<file path="config.mk">
export PLATFORM = sky130hd
export DESIGN_NAME = melody_sequencer
export DESIGN_NICKNAME = d
export VERILOG_FILES = /design/src/rtl/melody_sequencer.sv
export SDC_FILE = /design/constraint.sdc
export NUM_CORES = 1
export LEC_CHECK = 0
export CELL_PAD_IN_SITES_DETAIL_PLACEMENT = 0
export CELL_PAD_IN_SITES_GLOBAL_PLACEMENT = 2
export CORE_MARGIN = 2
export CORE_UTILIZATION = 36
export DETAILED_ROUTE_END_ITERATION = 10
export HOLD_SLACK_MARGIN = 0.02
export PLACE_DENSITY = 0.88
export SLEW_MARGIN = 20
export SYNTH_ARGS = -nofsm -noshare
export SYNTH_HDL_FRONTEND = slang
export SYNTH_SLANG_ARGS = --single-unit
</file>
<file path="constraint.sdc">
create_clock -name clk -period 2.38 [get_ports clk]
set_input_delay 0.476 -clock clk [delete_from_list [all_inputs] [get_ports clk]]
set_output_delay 0.476 -clock clk [all_outputs]
set_load 0.02 [all_outputs]
</file>
<file path="src/rtl/melody_sequencer.sv">
// Melody ROM sequencer: fetches note codes from an external synchronous ROM, holds each one for
// NOTE_TICKS cycles. Define MELODY_SEQUENCER_LOOP_EN to replay the melody until stopped.
module melody_sequencer #(
  parameter int unsigned NOTE_TICKS = 12500000,
  parameter int unsigned MELODY_LEN = 7
) (
  input  logic       clk,
  input  logic       rst_n,
  input  logic       start,
  input  logic       stop,
  output logic [2:0] rom_addr,
  input  logic [1:0] rom_q,
  output logic [1:0] note,
  output logic       note_valid,
  output logic       busy,
  output logic       done
);

  typedef enum logic [2:0] {StIdle, StFetch, StLatch, StHold, StDone} state_e;

  localparam logic [23:0] TickLast = 24'(NOTE_TICKS - 1);
  localparam logic [2:0]  AddrLast = 3'(MELODY_LEN - 1);

  state_e      state_q, state_d;
  logic [2:0]  addr_q, addr_d;
  logic [23:0] tick_q, tick_d;
  logic [1:0]  note_q, note_d;
  logic        valid_q, valid_d;
  logic        done_q, done_d;

  always_ff @(posedge clk or negedge rst_n) begin
    if (!rst_n) begin
      state_q <= StIdle;
      addr_q  <= 3'd0;
      tick_q  <= 24'd0;
      note_q  <= 2'd0;
      valid_q <= 1'b0;
      done_q  <= 1'b0;
    end else begin
      state_q <= state_d;
      addr_q  <= addr_d;
      tick_q  <= tick_d;
      note_q  <= note_d;
      valid_q <= valid_d;
      done_q  <= done_d;
    end
  end

  always_comb begin
    state_d = state_q;
    addr_d  = addr_q;
    tick_d  = tick_q;
    note_d  = note_q;
    valid_d = valid_q;
    done_d  = 1'b0;
    // stop overrides everything once playback is active
    if (stop && (state_q != StIdle)) begin
      state_d = StIdle;
      addr_d  = 3'd0;
      valid_d = 1'b0;
    end else begin
      unique case (state_q)
        StIdle: begin
          if (start && !stop) begin
            state_d = StFetch;
            addr_d  = 3'd0;
          end
        end
        StFetch: state_d = StLatch;
        StLatch: begin
          note_d  = rom_q;
          valid_d = 1'b1;
          tick_d  = 24'd0;
          state_d = StHold;
        end
        StHold: begin
          if (tick_q == TickLast) begin
            if (addr_q == AddrLast) begin
              addr_d = 3'd0;
              done_d = 1'b1;
`ifdef MELODY_SEQUENCER_LOOP_EN
              state_d = StFetch;
`else
              state_d = StDone;
              valid_d = 1'b0;
`endif
            end else begin
              addr_d  = addr_q + 3'd1;
              state_d = StFetch;
            end
          end else begin
            tick_d = tick_q + 24'd1;
          end
        end
        StDone:  state_d = StIdle;
        default: state_d = StIdle;
      endcase
    end
  end

  assign rom_addr   = addr_q;
  assign note       = note_q;
  assign note_valid = valid_q;
  assign done       = done_q;
  assign busy       = (state_q != StIdle);

endmodule
</file>
; ---- Word level (Yosys, flattened, before mapping)
; Index checks and enable logic that the tools add are counted.
[op_classes]
n_mux = 20
div = 0
n_bitwise = 1
n_mul = 0
shifts = 0
n_reduce_logical = 13
n_eq_ne = 9
n_lt_le_gt_ge = 0
add_sub_neg = 2
[ops]
columns = operator, count
row1 = $pmux W24 S2, 1
row2 = $add A24 B1 Y24 const B, 1
row3 = $eq A24 B24 Y1 const B, 1
row4 = $mux W24, 1
row5 = $mux W3, 8
row6 = $pmux W3 S4, 1
row7 = $ne A3 B3 Y1 const B, 3
row8 = $reduce_and A3 Y1, 3
row9 = $reduce_bool A3 Y1, 3
row10 = $mux W1, 7
row11 = $eq A3 B2 Y1 const B, 2
row12 = $pmux W3 S2, 1
row13 = $reduce_and A2 Y1, 2
row14 = $add A3 B1 Y3 const B, 1
row15 = $eq A3 B1 Y1 const B, 1
row16 = $eq A3 B3 Y1 const B, 1
row17 = $logic_not A3 Y1, 1
row18 = $logic_and A1 B1 Y1, 2
row19 = $ne A2 B2 Y1 const B, 1
row20 = $pmux W1 S2, 1
row21 = $reduce_bool A2 Y1, 1
row22 = $logic_not A1 Y1, 1
row23 = $not A1 Y1, 1
[word_totals]
word_cells = 51
ramBits = 0
latch_bits = 0
n_memories = 0
romBits = 0
reg_bits = 34
out_inout_bits = 8
input_bits = 6

; ---- Depth between registers and ports, before layout
; Gate-level depths: netlist (run 1).
[logic_depth]
depth_word = 5
mapped_depth = 8
ltp_nobuf = 6

; ---- Least setup slack after synthesis (run 1)
; OpenSTA, ideal clock, no wires.
[synth_path]
path_type = register to register
start = register tick_q[0]
end = register tick_q[11]
period_less_slack_ns = 1.991
stages_incl_launch_ff = 8
n_path_buf = 1
setup_ns = 0.126
t_required_ns = 2.254
path_slack_ns = 0.389
t_arrival_ns = 1.865
path_cell_list = dfrtp_1 > ha_1 > nand4_4 > or4_4 > o21ai_4 > buf_6 > nor2_1 > o32a_1
[synth_via]
elab_chain_cells = 3
elab_cells_between_ends = 6
cone_classes = add/sub (1) / eq/ne (2) / mux (2) / reduce/logical (1)
[synth_rtl]
columns = item, line_no
row1 = start: declaration, 26  ; logic [23:0] tick_q, tick_d;
row2 = start signal: assignment, 42  ; tick_q <= tick_d;
row3 = $add A24 B1 Y24 or $eq A24 B24 Y1 (tied branches), "92, 77"
row4 = $mux W24 or $ne A2 B2 Y1 (tied branches), n/a
row5 = $pmux W24 S2 or $reduce_and A3 Y1 (tied branches), n/a
; Several ways; a longest one is shown, not always the timed one. The select of a mux whose other input is x is not followed.
; A chain may end at the register's enable or synchronous reset.

; ---- Final worst setup path (run 1)
[layout_path]
start = register tick_q[0]
end = register tick_q[15]
; Same word-level chain as after synthesis.

==> results.md, run 1 <==
- Status: completed
- I/O pin cnt: 14
- M1 WL: 2400 µm
- Leakage: 0.963 nW
- Final Hold Viols: 0
- 1st-pass router iterations: 5
- WP data required: 2.59 ns
- Fin. max-slew vios: 0
- Core area: 5410 µm²
- Reg2reg start: tick_q[0]
- Period utilization: 93.2%
- Setup Buffers After CTS: 0
- Crit. End Element: flop
- Reg2reg end: tick_q[15]
- DR vias: 1,721
- Worst path top cell family by delay: simple AND/OR/NAND/NOR gates
- Number of warnings issued by yosys: 0
- Fmax: 451 MHz
- Largest net degree at the start of global routing: 35
- # H-tree levels: 2
- Reg2Reg Setup Slack: 0.16 ns
- Synth-to-layout area growth: 18.1%
- R2r worst-path depth: 6
- Via-per-instance ratio: 5.45
- Grt total ovfl: 0
- Number of routed nets with antenna violations: 0
- Final setup fails: 0
- DIE AREA: 6140 µm²
- Chip Height: 78.3 µm
- CP arrival: 2.43 ns
- Min-Delay Path Class: in2async
- Mapped cell area: 1990 µm²
- Combinational Power Share: 18.5%
- Post-synth cell types: 45
- Critical path class: reg2reg
- Hold-fix buffers at CTS: 0
- First-pass GRT wire length: 8660 µm
- Wire per inst: 15.8 µm
- WP buf/inv: 0
- Ys async rst share: 100%
- Metal3 WL: 198 µm
- Register area share after synthesis: 42.8%
- Skew final: 0.00910 ns
- Number of flops mapped to enable cells by yosys: 0
- CTS max path bufs: 2
- P_int: 0.000973 W
- Setup TNS: 0 ns
- Hold slack: 0.262 ns
- Top_reg_cell synth: dfrtp_1
- Nets: 250
- CTS tree: done
- Switching part of the total: 30.0%
- Nature of the critical path startpoint: flop
- Worst-path fanout max: 15
- Yosys reg bits: 34
- Clock transition at the registers of the reported paths: 0.07 ns
- Final period demand of the worst path: 2.22 ns
- PortBufs: 13
- Tot Pwr: 0.00139 W
- Uppermost layer routed: met4
- Net Count, Synth: 228
- Number of DRC markers in iteration 0: 76
- Sw Pwr: 0.000416 W
- Vias in the first global route: 1,656
- CTS Buf Count: 5
- Yosys top cell area share: 42.8%
- Die W: 78.3 µm
- Cells after Synth: 221
- Max Cap Viol: 0
- GRT Overall Usage: 18.0%
- Antenna diodes: 0
- CTS Root Cell: clkbuf_8
- Final Util: 43.5%
- Worst IR Drop VDD: 0.330 mV
- Relative slew slack: 48.3%
- GP Congestion: 0.807
- Flop pwr share: 49.5%
- Mean Syn Cell Area: 9.00 µm²
- Clk pwr share: 32.0%
- Rows: 27
- Routed length on met2: 2320 µm
- DP HPWL: 3530 µm
- Routed WL: 4980 µm
- Critical-path cell with the highest stage delay: or4_4
- Initial Util: 36.8%
- Crit-path max cell delay: 0.58 ns
- Clock sinks: 34
- Initial antenna violation count: 0
- PwrDens: 591 nW/µm²
- Latest clock arrival within the worst-skew pair: 0.29 ns
- RSZ-0062 raised after global routing: no
- Cells along the critical path: ha_1 > nand4_4 > or4_4 > o21ai_4 > o21ai_0 > a21oi_1
- Drt drc: 0
- Yosys top cell by area: dfrtp_1
- Fraction of layout instances using a drive strength above 1: 13.5%
- Worst-Margin Slew: 0.775 ns
- Top cells by area, synth: dfrtp_1 (43%), o21ai_0 (6.3%), nand2_1 (5.1%)
- Fillers: 546
- CTS resizes: 0
==> power by group through the flow <==
| stage | registers, W | logic, W | clock network (W) |
|---|---|---|---|
| final | 0.000687 | 0.000257 | 0.000444 |
| after global placement | 0.000696 | 0.000256 | 0 |
| after CTS | 0.000687 | 0.000261 | 0.000458 |
| after floorplan | 0.000700 | 0.000144 | 0 |
| after detailed placement | 0.000698 | 0.000260 | 0 |
| after global routing | 0.000695 | 0.000286 | 0.000489 |
==> flip-flops by register name, summed over array words and instances, names as in the netlist <==
name	count
state_q	3
tick_q	24
done	1
rom_addr	3
note	2
note_valid	1
==> cells in the mapped netlist, drive strengths merged (2+ instances only) <==
cell type and instances:
nand3b 3, nor3b 2, a21oi 13, a21o 3
nand4 10, a21boi 2, mux2 3, inv 6
a31oi 8, nor4 7, mux2i 4, dfrtp 34
clkbuf 6, nand2 27, or3 4, nand3 10
a22o 3, and2 4, o21ai 27, nor3 5
a41oi 4, o21a 3, buf 4, nor2 17
==> worst max path at each step <==
stage / startpoint / endpoint / slack, ns / depth (start not counted)
detailed placement: tick_q[0] / tick_q[11] / 0.15 / 6
floorplan: tick_q[0] / tick_q[11] / 0.39 / 7
global placement: tick_q[0] / tick_q[11] / 0.16 / 6
CTS: tick_q[0] / tick_q[15] / 0.12 / 6
finish: tick_q[0] / tick_q[15] / 0.16 / 6
global route: tick_q[0] / tick_q[15] / 0.01 / 6
==> per-stage QoR <==
step,instances,cell area [µm²],setup slack [ns]
4_1_cts,316,2350,0.117
3_5_place_dp,308,2260,0.154
2_1_floorplan,221,1990,0.389
5_1_grt,316,2350,0.0104
6_report,316,2350,0.161
3_3_place_gp,308,2260,0.163
==> cell usage in the layout (no fill, tap or decap), drive strengths merged, types with 5 or more instances in the layout <==
master	count
dfrtp	34
nand4	10
buf	13
clkbuf	7
o21ai	27
nand2	27
inv	6
nor3	5
clkdlybuf4s50	12
nand3	10
nor2	17
a21oi	13
nor4	7
a31oi	8
==> cell families (layout without fill, tap and decap cells) <==
| family | after synthesis | after routing | synth area share [%] |
|---|---|---|---|
| and+or+nand+nor | 95 | 95 | 27.7 |
| AOI/OAI and AO/OA | 67 | 67 | 21.2 |
| DFF | 34 | 34 | 42.8 |
| buffers and inverters | 16 | 39 | 3.58 |
| muxes | 7 | 7 | 3.71 |
| adders and majority gates | 1 | 1 | 0.629 |
| xor gates and xnor gates | 1 | 1 | 0.440 |
==> cell type report <==
type	count	area [µm²]	area share (%)
Timing Repair Buffer	25	228	9.69
Inverter	6	22.5	0.958
Tap cell	72	90.1	3.83
Sequential cell	34	851	36.2
Multi-Input combinational cell	171	1070	45.4
Clock buffer	7	86.3	3.67
Clock inverter	1	5.00	0.213
==> metal layers <==
layer  track usage, %  vias up
met1             25.2      816
met2             28.3       34
met5                0        -
met3             3.10        5
met4             6.14        0
li1                 -      866
No activity file was read; power rests on OpenSTA's default activity.
==> run 2, diff against run 1 <==
--- a/config.mk
+++ b/config.mk
@@ -9,6 +9,8 @@
 export CELL_PAD_IN_SITES_GLOBAL_PLACEMENT = 2
 export CORE_MARGIN = 2
 export CORE_UTILIZATION = 36
+export CTS_CLUSTER_DIAMETER = 150
+export CTS_CLUSTER_SIZE = 30
 export DETAILED_ROUTE_END_ITERATION = 10
 export HOLD_SLACK_MARGIN = 0.02
 export PLACE_DENSITY = 0.88
==> results of run 2 <==
The final DEF is identical to that of run 1; final timing and power are the same.
